$ cat src/rtl/crq_tag_release_pkg.sv
// Shared definitions for the tag-release recycler and the criq free list.
// Tag width, depths, reserved tag and the initial free-tag table.
package crq_tag_release_pkg;

  localparam int unsigned TAGWIDE  = 5;
  localparam int unsigned RELDEEP  = 8;
  localparam int unsigned CNTWIDE  = 4;
  localparam int unsigned PTRWIDE  = $clog2(RELDEEP);
  localparam int unsigned FREEDEEP = 8;

  typedef logic [TAGWIDE-1:0] tag_t;

  // Architectural r0 mapping; never recycled.
  localparam tag_t RSVD_TAG = '0;

  typedef struct packed {
    logic valid;
    tag_t tag;
  } rel_slot_t;

  // Free list powers up holding tags 3,7,...,31.
  function automatic tag_t init_free_tag(input int unsigned idx);
    return TAGWIDE'(4 * idx + 3);
  endfunction

endpackage

$ cat src/rtl/crq_tag_release_if.sv
// Commit-side release bus plus free-list write port of the tag recycler.
interface crq_tag_release_if;
  import crq_tag_release_pkg::*;

  logic                RetValid0;
  tag_t                RetTag0;
  logic                RetValid1;
  tag_t                RetTag1;
  logic                RetReady;
  logic                RelClean;
  logic                CriqFull;
  logic                CriqWable;
  tag_t                CriqDin;
  logic                RelEmpty;
  logic [CNTWIDE-1:0]  RelCount;

  modport master (
    output RetValid0, RetTag0, RetValid1, RetTag1, RelClean, CriqFull,
    input  RetReady, CriqWable, CriqDin, RelEmpty, RelCount
  );

  modport slave (
    input  RetValid0, RetTag0, RetValid1, RetTag1, RelClean, CriqFull,
    output RetReady, CriqWable, CriqDin, RelEmpty, RelCount
  );

endinterface

$ cat src/rtl/crq_tag_release_rel_fifo.sv
// Two-write / one-read circular buffer of released tags (head/tail/count).
module crq_tag_release_rel_fifo
  import crq_tag_release_pkg::*;
(
  input  logic               clk,
  input  logic               rst,
  input  logic               i_clr,
  input  logic [1:0]         i_wr_n,
  input  tag_t               i_wr_tag0,
  input  tag_t               i_wr_tag1,
  input  logic               i_rd,
  output tag_t               o_rd_tag,
  output logic [CNTWIDE-1:0] o_count,
  output logic [CNTWIDE-1:0] o_count_nxt
);

  tag_t               r_buf [RELDEEP];
  logic [PTRWIDE-1:0] r_head;
  logic [PTRWIDE-1:0] r_tail;
  logic [CNTWIDE-1:0] r_count;
  logic [PTRWIDE-1:0] w_tail1;

  assign w_tail1     = r_tail + PTRWIDE'(1);
  assign o_rd_tag    = r_buf[r_head];
  assign o_count     = r_count;

  always_comb begin
    o_count_nxt = r_count;
    if (i_clr) begin
      o_count_nxt = '0;
    end else begin
      o_count_nxt = r_count + CNTWIDE'(i_wr_n) - CNTWIDE'(i_rd);
    end
  end

  always_ff @(posedge clk or posedge rst) begin
    if (rst) begin
      r_head  <= '0;
      r_tail  <= '0;
      r_count <= '0;
    end else if (i_clr) begin
      r_head  <= '0;
      r_tail  <= '0;
      r_count <= '0;
    end else begin
      r_head  <= r_head + PTRWIDE'(i_rd);
      r_tail  <= r_tail + PTRWIDE'(i_wr_n);
      r_count <= o_count_nxt;
    end
  end

  // Storage needs no reset: only entries below count are ever read.
  always_ff @(posedge clk) begin
    if (!i_clr) begin
      if (i_wr_n != 2'd0) r_buf[r_tail]  <= i_wr_tag0;
      if (i_wr_n == 2'd2) r_buf[w_tail1] <= i_wr_tag1;
    end
  end

endmodule

$ cat src/rtl/crq_tag_release.sv
// Retire-side recycler: buffers up to two released tags per cycle and feeds the criq one per cycle.
// Optional RELQ_ZERO_FILTER_EN drops releases of the reserved tag 0 at enqueue.
module crq_tag_release
  import crq_tag_release_pkg::*;
(
  input  logic               clk,
  input  logic               rst,
  crq_tag_release_if.slave   rel
);

  logic               w_accept;
  logic               w_keep0;
  logic               w_keep1;
  rel_slot_t          w_slot0;
  rel_slot_t          w_slot1;
  logic [1:0]         w_wr_n;
  tag_t               w_wr_tag0;
  tag_t               w_wr_tag1;
  logic               w_drain;
  tag_t               w_rd_tag;
  logic [CNTWIDE-1:0] w_count;
  logic [CNTWIDE-1:0] w_count_nxt;
  logic               w_wable_nxt;

  logic               r_wable;
  tag_t               r_din;
  logic               r_ready;
  logic               r_empty;

`ifdef RELQ_ZERO_FILTER_EN
  assign w_keep0 = (rel.RetTag0 != RSVD_TAG);
  assign w_keep1 = (rel.RetTag1 != RSVD_TAG);
`else
  assign w_keep0 = 1'b1;
  assign w_keep1 = 1'b1;
`endif

  // Clean outranks everything; valids while not ready are ignored.
  assign w_accept = r_ready && !rel.RelClean;
  assign w_slot0  = '{valid: rel.RetValid0 && w_accept && w_keep0, tag: rel.RetTag0};
  assign w_slot1  = '{valid: rel.RetValid1 && w_accept && w_keep1, tag: rel.RetTag1};

  // Compact surviving slots so a lone tag always lands at tail.
  always_comb begin
    w_wr_n    = 2'd0;
    w_wr_tag0 = w_slot0.tag;
    w_wr_tag1 = w_slot1.tag;
    if (w_slot0.valid && w_slot1.valid) begin
      w_wr_n = 2'd2;
    end else if (w_slot0.valid) begin
      w_wr_n = 2'd1;
    end else if (w_slot1.valid) begin
      w_wr_n    = 2'd1;
      w_wr_tag0 = w_slot1.tag;
    end
  end

  assign w_drain     = !rel.RelClean && (w_count != '0) && !rel.CriqFull;
  assign w_wable_nxt = w_drain;

  crq_tag_release_rel_fifo u_fifo (
    .clk         (clk),
    .rst         (rst),
    .i_clr       (rel.RelClean),
    .i_wr_n      (w_wr_n),
    .i_wr_tag0   (w_wr_tag0),
    .i_wr_tag1   (w_wr_tag1),
    .i_rd        (w_drain),
    .o_rd_tag    (w_rd_tag),
    .o_count     (w_count),
    .o_count_nxt (w_count_nxt)
  );

  // Free-list write register; ready/empty are registered from next-state values.
  always_ff @(posedge clk or posedge rst) begin
    if (rst) begin
      r_wable <= 1'b0;
      r_din   <= '0;
      r_ready <= 1'b1;
      r_empty <= 1'b1;
    end else begin
      r_wable <= w_wable_nxt;
      if (w_drain) r_din <= w_rd_tag;
      r_ready <= (w_count_nxt <= CNTWIDE'(RELDEEP - 2));
      r_empty <= (w_count_nxt == '0) && !w_wable_nxt;
    end
  end

  assign rel.CriqWable = r_wable;
  assign rel.CriqDin   = r_din;
  assign rel.RetReady  = r_ready;
  assign rel.RelEmpty  = r_empty;
  assign rel.RelCount  = w_count;

endmodule

$ cat src/flat_wrapper.sv
// flat-port wrapper written by rule: the top's interface ports become plain ports
module crq_tag_release_flat import crq_tag_release_pkg::*;
  (clk, rst, rel_RetValid0, rel_RetTag0, rel_RetValid1, rel_RetTag1, rel_RelClean, rel_CriqFull, rel_RetReady, rel_CriqWable, rel_CriqDin, rel_RelEmpty, rel_RelCount);
  crq_tag_release_if rel_i ();
  input  logic clk;
  input  logic rst;
  input wire logic [$bits(rel_i.RetValid0)-1:0] rel_RetValid0;
  input wire logic [$bits(rel_i.RetTag0)-1:0] rel_RetTag0;
  input wire logic [$bits(rel_i.RetValid1)-1:0] rel_RetValid1;
  input wire logic [$bits(rel_i.RetTag1)-1:0] rel_RetTag1;
  input wire logic [$bits(rel_i.RelClean)-1:0] rel_RelClean;
  input wire logic [$bits(rel_i.CriqFull)-1:0] rel_CriqFull;
  output wire logic [$bits(rel_i.RetReady)-1:0] rel_RetReady;
  output wire logic [$bits(rel_i.CriqWable)-1:0] rel_CriqWable;
  output wire logic [$bits(rel_i.CriqDin)-1:0] rel_CriqDin;
  output wire logic [$bits(rel_i.RelEmpty)-1:0] rel_RelEmpty;
  output wire logic [$bits(rel_i.RelCount)-1:0] rel_RelCount;
  assign rel_i.RetValid0 = rel_RetValid0;
  assign rel_i.RetTag0 = rel_RetTag0;
  assign rel_i.RetValid1 = rel_RetValid1;
  assign rel_i.RetTag1 = rel_RetTag1;
  assign rel_i.RelClean = rel_RelClean;
  assign rel_i.CriqFull = rel_CriqFull;
  assign rel_RetReady = rel_i.RetReady;
  assign rel_CriqWable = rel_i.CriqWable;
  assign rel_CriqDin = rel_i.CriqDin;
  assign rel_RelEmpty = rel_i.RelEmpty;
  assign rel_RelCount = rel_i.RelCount;
  crq_tag_release u_core (.clk(clk), .rst(rst), .rel(rel_i));
endmodule
$ cat config.mk
export PLATFORM = sky130hd
export DESIGN_NAME = crq_tag_release_flat
export DESIGN_NICKNAME = d
export VERILOG_FILES = /design/src/rtl/crq_tag_release_pkg.sv /design/src/rtl/crq_tag_release_if.sv /design/src/rtl/crq_tag_release_rel_fifo.sv /design/src/rtl/crq_tag_release.sv /design/src/flat_wrapper.sv
export SDC_FILE = /design/constraint.sdc
export NUM_CORES = 1
export LEC_CHECK = 0
export CORE_MARGIN = 3
export CORE_UTILIZATION = 40
export DETAILED_ROUTE_END_ITERATION = 7
export PLACE_DENSITY = 0.61
export REMOVE_ABC_BUFFERS = 1
export SYNTH_ARGS = -nofsm -noshare
export SYNTH_HDL_FRONTEND = slang
export SYNTH_SLANG_ARGS = --single-unit
$ cat constraint.sdc
create_clock -name clk -period 2.75 [get_ports clk]
set_input_delay 0.4125 -clock clk [delete_from_list [all_inputs] [get_ports clk]]
set_output_delay 0.4125 -clock clk [all_outputs]
set_load 0.005 [all_outputs]
[Word level (Yosys, flattened, before mapping)]
Memory sizes are Yosys's and may differ from the RTL's. A register that Yosys moved wholly into a read port is not among the register bits.
Index checks and enable logic that the tools add are counted.
Storage, ports and cells
  latch bits: 0
  memory bits (read-only): 0
  bits in writable memories: 40
  output and inout bits: 12
  memories: 1
  register bits: 13
Cells by class
  div/mod/pow operators: 0
  reduce and logical (&&, ||, !) cells: 13
  mux-type cells: 16
  equality and inequality tests: 1
  shift-type cells: 0
  bitwise gates (word level): 0
  multipliers: 0
  order comparisons: 1
  $add $sub $neg: 5
Memory list
  u_core.u_fifo.r_buf: words 8, width 5, read ports 1, clocked after Yosys merged registers in 1, wr ports 2, line crq_tag_release_rel_fifo.sv:17  | tag_t r_buf [RELDEEP];
Operator list (number)
  $mux 5: 3
  $mux 4: 2
  $logic_and 1x1->1: 7
  $mux 1: 7
  $mux 3: 2
  $add 4x2->4: 1
  $le 4x3->1 const B: 1
  $logic_not 4->1: 1
  $mux 2: 2
  $reduce_bool 4->1: 1
  $sub 4x1->4: 1
  $add 3x1->3: 1
  $add 3x1->3 const B: 1
  $add 3x2->3: 1
  $logic_not 1->1: 3
  $eq 2x2->1 const B: 1
  $reduce_bool 2->1: 1

[Logic depth before layout (Yosys ltp)]
  word-level depth: 11
  gate-level depth with buffers: 12

[Cells and area by module]
Synthesis repeated with hierarchy kept, for this count alone.
Unflattened totals
  cells, all modules: 223
  area, all modules: 3254.4 sq um
Modules (own cells, without submodules)
  crq_tag_release_rel_fifo: instances 1, cells an instance 193, area an instance 2842.7 sq um, seq. area each 1451.4 sq um
  crq_tag_release: instances 1, cells an instance 30, area an instance 411.6 sq um, seq. area each 202.7 sq um

[Worst setup path before layout]
Ideal clock, no wire load.
  path kind: reg2reg
  from: register u_core.u_fifo.r_count[2], in the netlist u_core.u_fifo.o_count[2]
  to: register u_core.r_empty, in the netlist u_core.rel.RelEmpty
  slack: 0.043 ns
  cell stages (with the launch flop): 12
  data arrival time: 2.625 ns
  setup time: 0.082 ns
  path buffers: 1
  cells stage by stage: dfrtp_1 > inv_1 > ha_1 > a311oi_1 > clkbuf_1 > ha_1 > inv_1 > ha_1 > a21o_1 > a21oi_1 > mux2_2 > nor3_1
On the way
  word-level cells in the longest chain between the ends: 7
  elaborated cells on any way between the ends: 9
  those cells by class: 2 x add/sub; 1 x mux; 6 x reduce/logical
Ends and longest elaborated chain
  start: declaration: line crq_tag_release_rel_fifo.sv:20  | logic [CNTWIDE-1:0] r_count;
  start signal: assignment: line crq_tag_release_rel_fifo.sv:48  | r_count <= o_count_nxt;
  $reduce_bool 4->1 *: line crq_tag_release.sv:58  | assign w_drain = !rel.RelClean && (w_count != '0) && !rel.CriqFull;
  $logic_and 1x1->1 * (2 in a row): line crq_tag_release.sv:58
  via u_core.u_fifo.i_rd: line crq_tag_release_rel_fifo.sv:11  | input logic i_rd,
  $sub 4x1->4: line crq_tag_release_rel_fifo.sv:32  | o_count_nxt = r_count + CNTWIDE'(i_wr_n) - CNTWIDE'(i_rd);
  $mux 4: line crq_tag_release_rel_fifo.sv:29  | if (i_clr) begin
  $logic_not 4->1: line crq_tag_release.sv:85  | r_empty <= (w_count_nxt == '0) && !w_wable_nxt;
  $logic_and 1x1->1 *: line crq_tag_release.sv:85
  end signal: assignment: line crq_tag_release.sv:85
  end: declaration: line crq_tag_release.sv:28  | logic r_empty;
Mark *: on every way through the listed nets, which the timed path passes. The rest lies on a longest branch.

[Final worst setup path]
  from: input rel_RelClean
  to: register u_core.r_empty, in the netlist u_core.rel.RelEmpty
On the way
  word-level cells in the longest chain between the ends: 11
  elaborated cells on any way between the ends: 16
  those cells by class: 2 x add/sub; 4 x mux; 10 x reduce/logical
Ends and longest elaborated chain
  start: declaration: line flat_wrapper.sv:11  | input wire logic [$bits(rel_i.RelClean)-1:0] rel_RelClean;
  $logic_not 1->1: line crq_tag_release.sv:39, crq_tag_release.sv:58
  $logic_and 1x1->1: line crq_tag_release.sv:39  | assign w_accept = r_ready && !rel.RelClean;
  $logic_and 1x1->1: line crq_tag_release.sv:41  | assign w_slot1 = '{valid: rel.RetValid1 && w_accept && w_keep1, tag: rel.RetTag1};
  $mux 1: line crq_tag_release.sv:52  | end else if (w_slot1.valid) begin
  $mux 2: line crq_tag_release.sv:50  | end else if (w_slot0.valid) begin
  $mux 2: line crq_tag_release.sv:48  | if (w_slot0.valid && w_slot1.valid) begin
  $add 4x2->4: line crq_tag_release_rel_fifo.sv:32
  $sub 4x1->4: line crq_tag_release_rel_fifo.sv:32
  $mux 4: line crq_tag_release_rel_fifo.sv:29
  $logic_not 4->1: line crq_tag_release.sv:85
  $logic_and 1x1->1 *: line crq_tag_release.sv:85
Mark *: on every way between the ends. The rest lies on a longest branch, timed or not.

==> results.json <==
{
  "status": "complete, no violations",
  "track_usage_pct": 16.2,
  "grt_max_degree": 22,
  "initial_core_util_pct": 42.5,
  "p_comb_share_pct": 32.5,
  "slew_violations": 0,
  "crit_fanout": 4,
  "path_clk_slew_ns": 0.07,
  "clkPwrFrac_pct": 27.2,
  "cp-start-kind": "input port",
  "synth_seq_area_share_pct": 52.3,
  "cts_root_buf": "clkbuf_8",
  "firstDrtPassIters": 4,
  "numCtsBuffers": 9,
  "die_width_um": 95.0,
  "synthCells": 247,
  "syn_avg_cell_area_sq_um": 12.8,
  "place_ws_ns": -0.176,
  "ctsHoldBuffers": 0,
  "p_per_area_nw_per_um2": 711,
  "drc": 0,
  "htreeDepth": 3,
  "rsz0062_at_grt": "no",
  "via_count": 2089,
  "finalInstanceArea_sq_um": 3890,
  "cts.repair.resized": 0,
  "cts_tree": "done",
  "power.internal_w": 0.00196,
  "p_leak_nw": 1.49,
  "setup_viol_count_final": 0,
  "hold_viol_final": 0,
  "clkLatencyLatePin_ns": 0.34,
  "yosys_warnings": 0,
  "nets": 332,
  "cts_buffer_depth": 2,
  "via_per_inst": 5.16,
  "tns_ns": 0,
  "path_buf_inv": 4,
  "antenna_found_initial": 0,
  "dp_hpwl_mm": 4.74,
  "cts_setup_buffers": 0,
  "syn_area_sq_um": 3170,
  "finalCritPeriodShare_pct": 93.8,
  "slowest_delay_ns": 0.44,
  "pin_count": 28,
  "clock-sinks": 58,
  "layout_commonest_cell": "mux2_2",
  "finalWorstSetupSlack_ns": 0.170,
  "worstPathRequired_ns": 3.00,
  "cap_violations": 0,
  "grt-ovfl-total": 0,
  "die_area_sq_um": 9020,
  "core_area_sq_um": 7450,
  "max_clock_freq_mhz": 388,
  "p_sw_share_pct": 29.2,
  "ant_nets": 0,
  "critPathSlowestCell": "clkdlybuf4s50_1",
  "numPortBuffers": 27,
  "wl_per_cell_um": 16.3,
  "place_area_sq_um": 3710,
  "ir_worst_vdd_uv": 473,
  "gp_congestion": 0.836,
  "drt_wl_total_mm": 6.61,
  "crit_type": "in -> reg",
  "crit_family": "adder cells",
  "hp-class": "in -> async",
  "layout_common_cells": "mux2_2, edfxtp_1, clkdlybuf4s50_1",
  "n_antenna_cell": 0,
  "syn_to_final_growth_pct": 23.0,
  "dieHeight_um": 95.0,
  "grt_pass1_vias": 2209,
  "drive_gt1_share_pct": 29.1,
  "ff2ff_setup_slack_ns": 0.25,
  "max_slew_margin_pct": 54.4,
  "worst_slew_pin_slew_ns": 0.681,
  "arrival_ns": 2.83,
  "power.switching_w": 0.000808,
  "cp_cell_sequence": "clkdlybuf4s50_1 -> nand3b_1 -> inv_1 -> ha_1 -> inv_1 -> ha_1 -> inv_1 -> ha_1 -> a21o_1 -> a21oi_1 -> mux2_2 -> nor3_1",
  "synth_cell_type_count": 34,
  "ys_ff_latch": 58,
  "num_rows": 31,
  "dr.first_iter.drc_count": 134,
  "end_kind": "flip-flop",
  "fin_crit_ns": 2.58,
  "seq_power_share_pct": 40.3,
  "fin_skew_ns": 0.0151,
  "grt_first_pass_wirelength_mm": 10.9
}
==> layer usage <==
| metal | track usage (%) | part of all wire [%] | vias to the layer above |
|---|---|---|---|
| met5 | 0 | 0 | - |
| met1 | 20.0 | 44 | 1024 |
| met3 | 3.27 | 3.2 | 15 |
| met4 | 6.73 | 2.2 | 0 |
| met2 | 27.7 | 51 | 33 |
| li1 | - | - | 1017 |
==> synth_stat cells (all sizes together) <==
cell type  number  area share [%]
edfxtp         40              38
and2            1            0.20
xor2            2            0.55
or3             1            0.20
buf             8             1.3
dfstp           2             1.7
o31ai           2            0.47
nor2            7            0.83
nor3            5             1.1
a21oi           5             1.0
inv            17             2.0
a22oi          10             2.4
a311oi          1            0.28
nand2b          3            0.59
fa              2             1.3
mux2i          20             6.3
dfrtp          16              13
nand2           5            0.59
mux2           41              15
nor2b          11             2.2
clkbuf          1            0.12
xnor2           4             1.1
or2             1            0.20
nand3b          2            0.47
nand3          10             1.6
a21o            2            0.47
o21ai          11             1.7
ha             13             5.1
a31oi           4            0.99
==> worst register-to-register path, delay by kind of cell (launching register included) <==
| kind | cells | cell delay [ns] |
|---|---|---|
| buffers and inverters | 3 | 0.19 |
| adder cells (fa/ha/maj) | 3 | 0.71 |
| multiplexers | 1 | 0.37 |
| AO/OA/AOI/OAI | 2 | 0.34 |
| flip-flops | 1 | 0.54 |
| AND/OR/NAND/NOR | 2 | 0.27 |
==> final timing paths <==
| check | cells after the start | from | end |
|---|---|---|---|
| setup / recovery | 12 | rel_RelClean | u_core.rel.RelEmpty$_DFF_PP1_ |
| hold / removal | 2 | rst | u_core.rel.CriqDin[3]$_DFFE_PP0N_ |
| setup reg to reg | 11 | u_core.rel.RetReady$_DFF_PP1_ | u_core.rel.RelEmpty$_DFF_PP1_ |
| hold reg to reg | 2 | u_core.rel.CriqDin[1]$_DFFE_PP0N_ | u_core.rel.CriqDin[1]$_DFFE_PP0N_ |
| max in group asynchronous | 2 | rst | u_core.u_fifo.r_tail[1]$_DFF_PP0_ |
| min in group clk | 2 | u_core.rel.CriqDin[1]$_DFFE_PP0N_ | u_core.rel.CriqDin[1]$_DFFE_PP0N_ |
==> state kept, by name, summed over array words and instances (netlist names) <==
name and flops:
u_core.u_fifo.r_buf 40, u_core.u_fifo.o_count 4, u_core.rel.CriqWable 1, u_core.rel.RelEmpty 1, u_core.u_fifo.r_head 3, u_core.rel.RetReady 1, u_core.u_fifo.r_tail 3, u_core.rel.CriqDin 5
==> power by group through the flow <==
stage                     clock network (W)  registers (W)  logic (W)
after floorplan                           0        0.00116   0.000492
after global placement                    0        0.00113   0.000897
after detailed placement                  0        0.00114   0.000906
after CTS                          0.000767        0.00112   0.000912
after global routing               0.000798        0.00113    0.00100
final                              0.000754        0.00112   0.000899
==> cell families after synthesis <==
logic type / synth area share, %
multiplexers: 20.9
AND/OR/NAND/NOR: 7.99
flip-flops: 52.3
AO/OA/AOI/OAI: 7.35
adder cells (fa/ha/maj): 6.40
XOR/XNOR: 1.66
buffers and inverters: 3.44
==> cell type report <==
class	count	area (sq um)
Clock buffer	10	128
Fill cell	670	3550
Clock inverter	6	58.8
Tap cell	99	124
Sequential cell	58	1650
Inverter	17	63.8
Multi-Input combinational cell	163	1410
Timing Repair Buffer	52	458
==> metrics by stage <==
| step | instances | utilization (%) | power, W | hold WS (ns) |
|---|---|---|---|---|
| final | 405 | 52.3 | 0.00277 | 0.480 |
| after detailed placement | 389 | 49.8 | 0.00204 | 0.534 |
| after global placement | 389 | 49.8 | 0.00203 | 0.525 |
| after CTS | 405 | 52.3 | 0.00280 | 0.503 |
| after global routing | 405 | 52.3 | 0.00293 | 0.555 |
| after floorplan | 238 | - | 0.00166 | 0.350 |
Power figures use the tool's default switching activity.
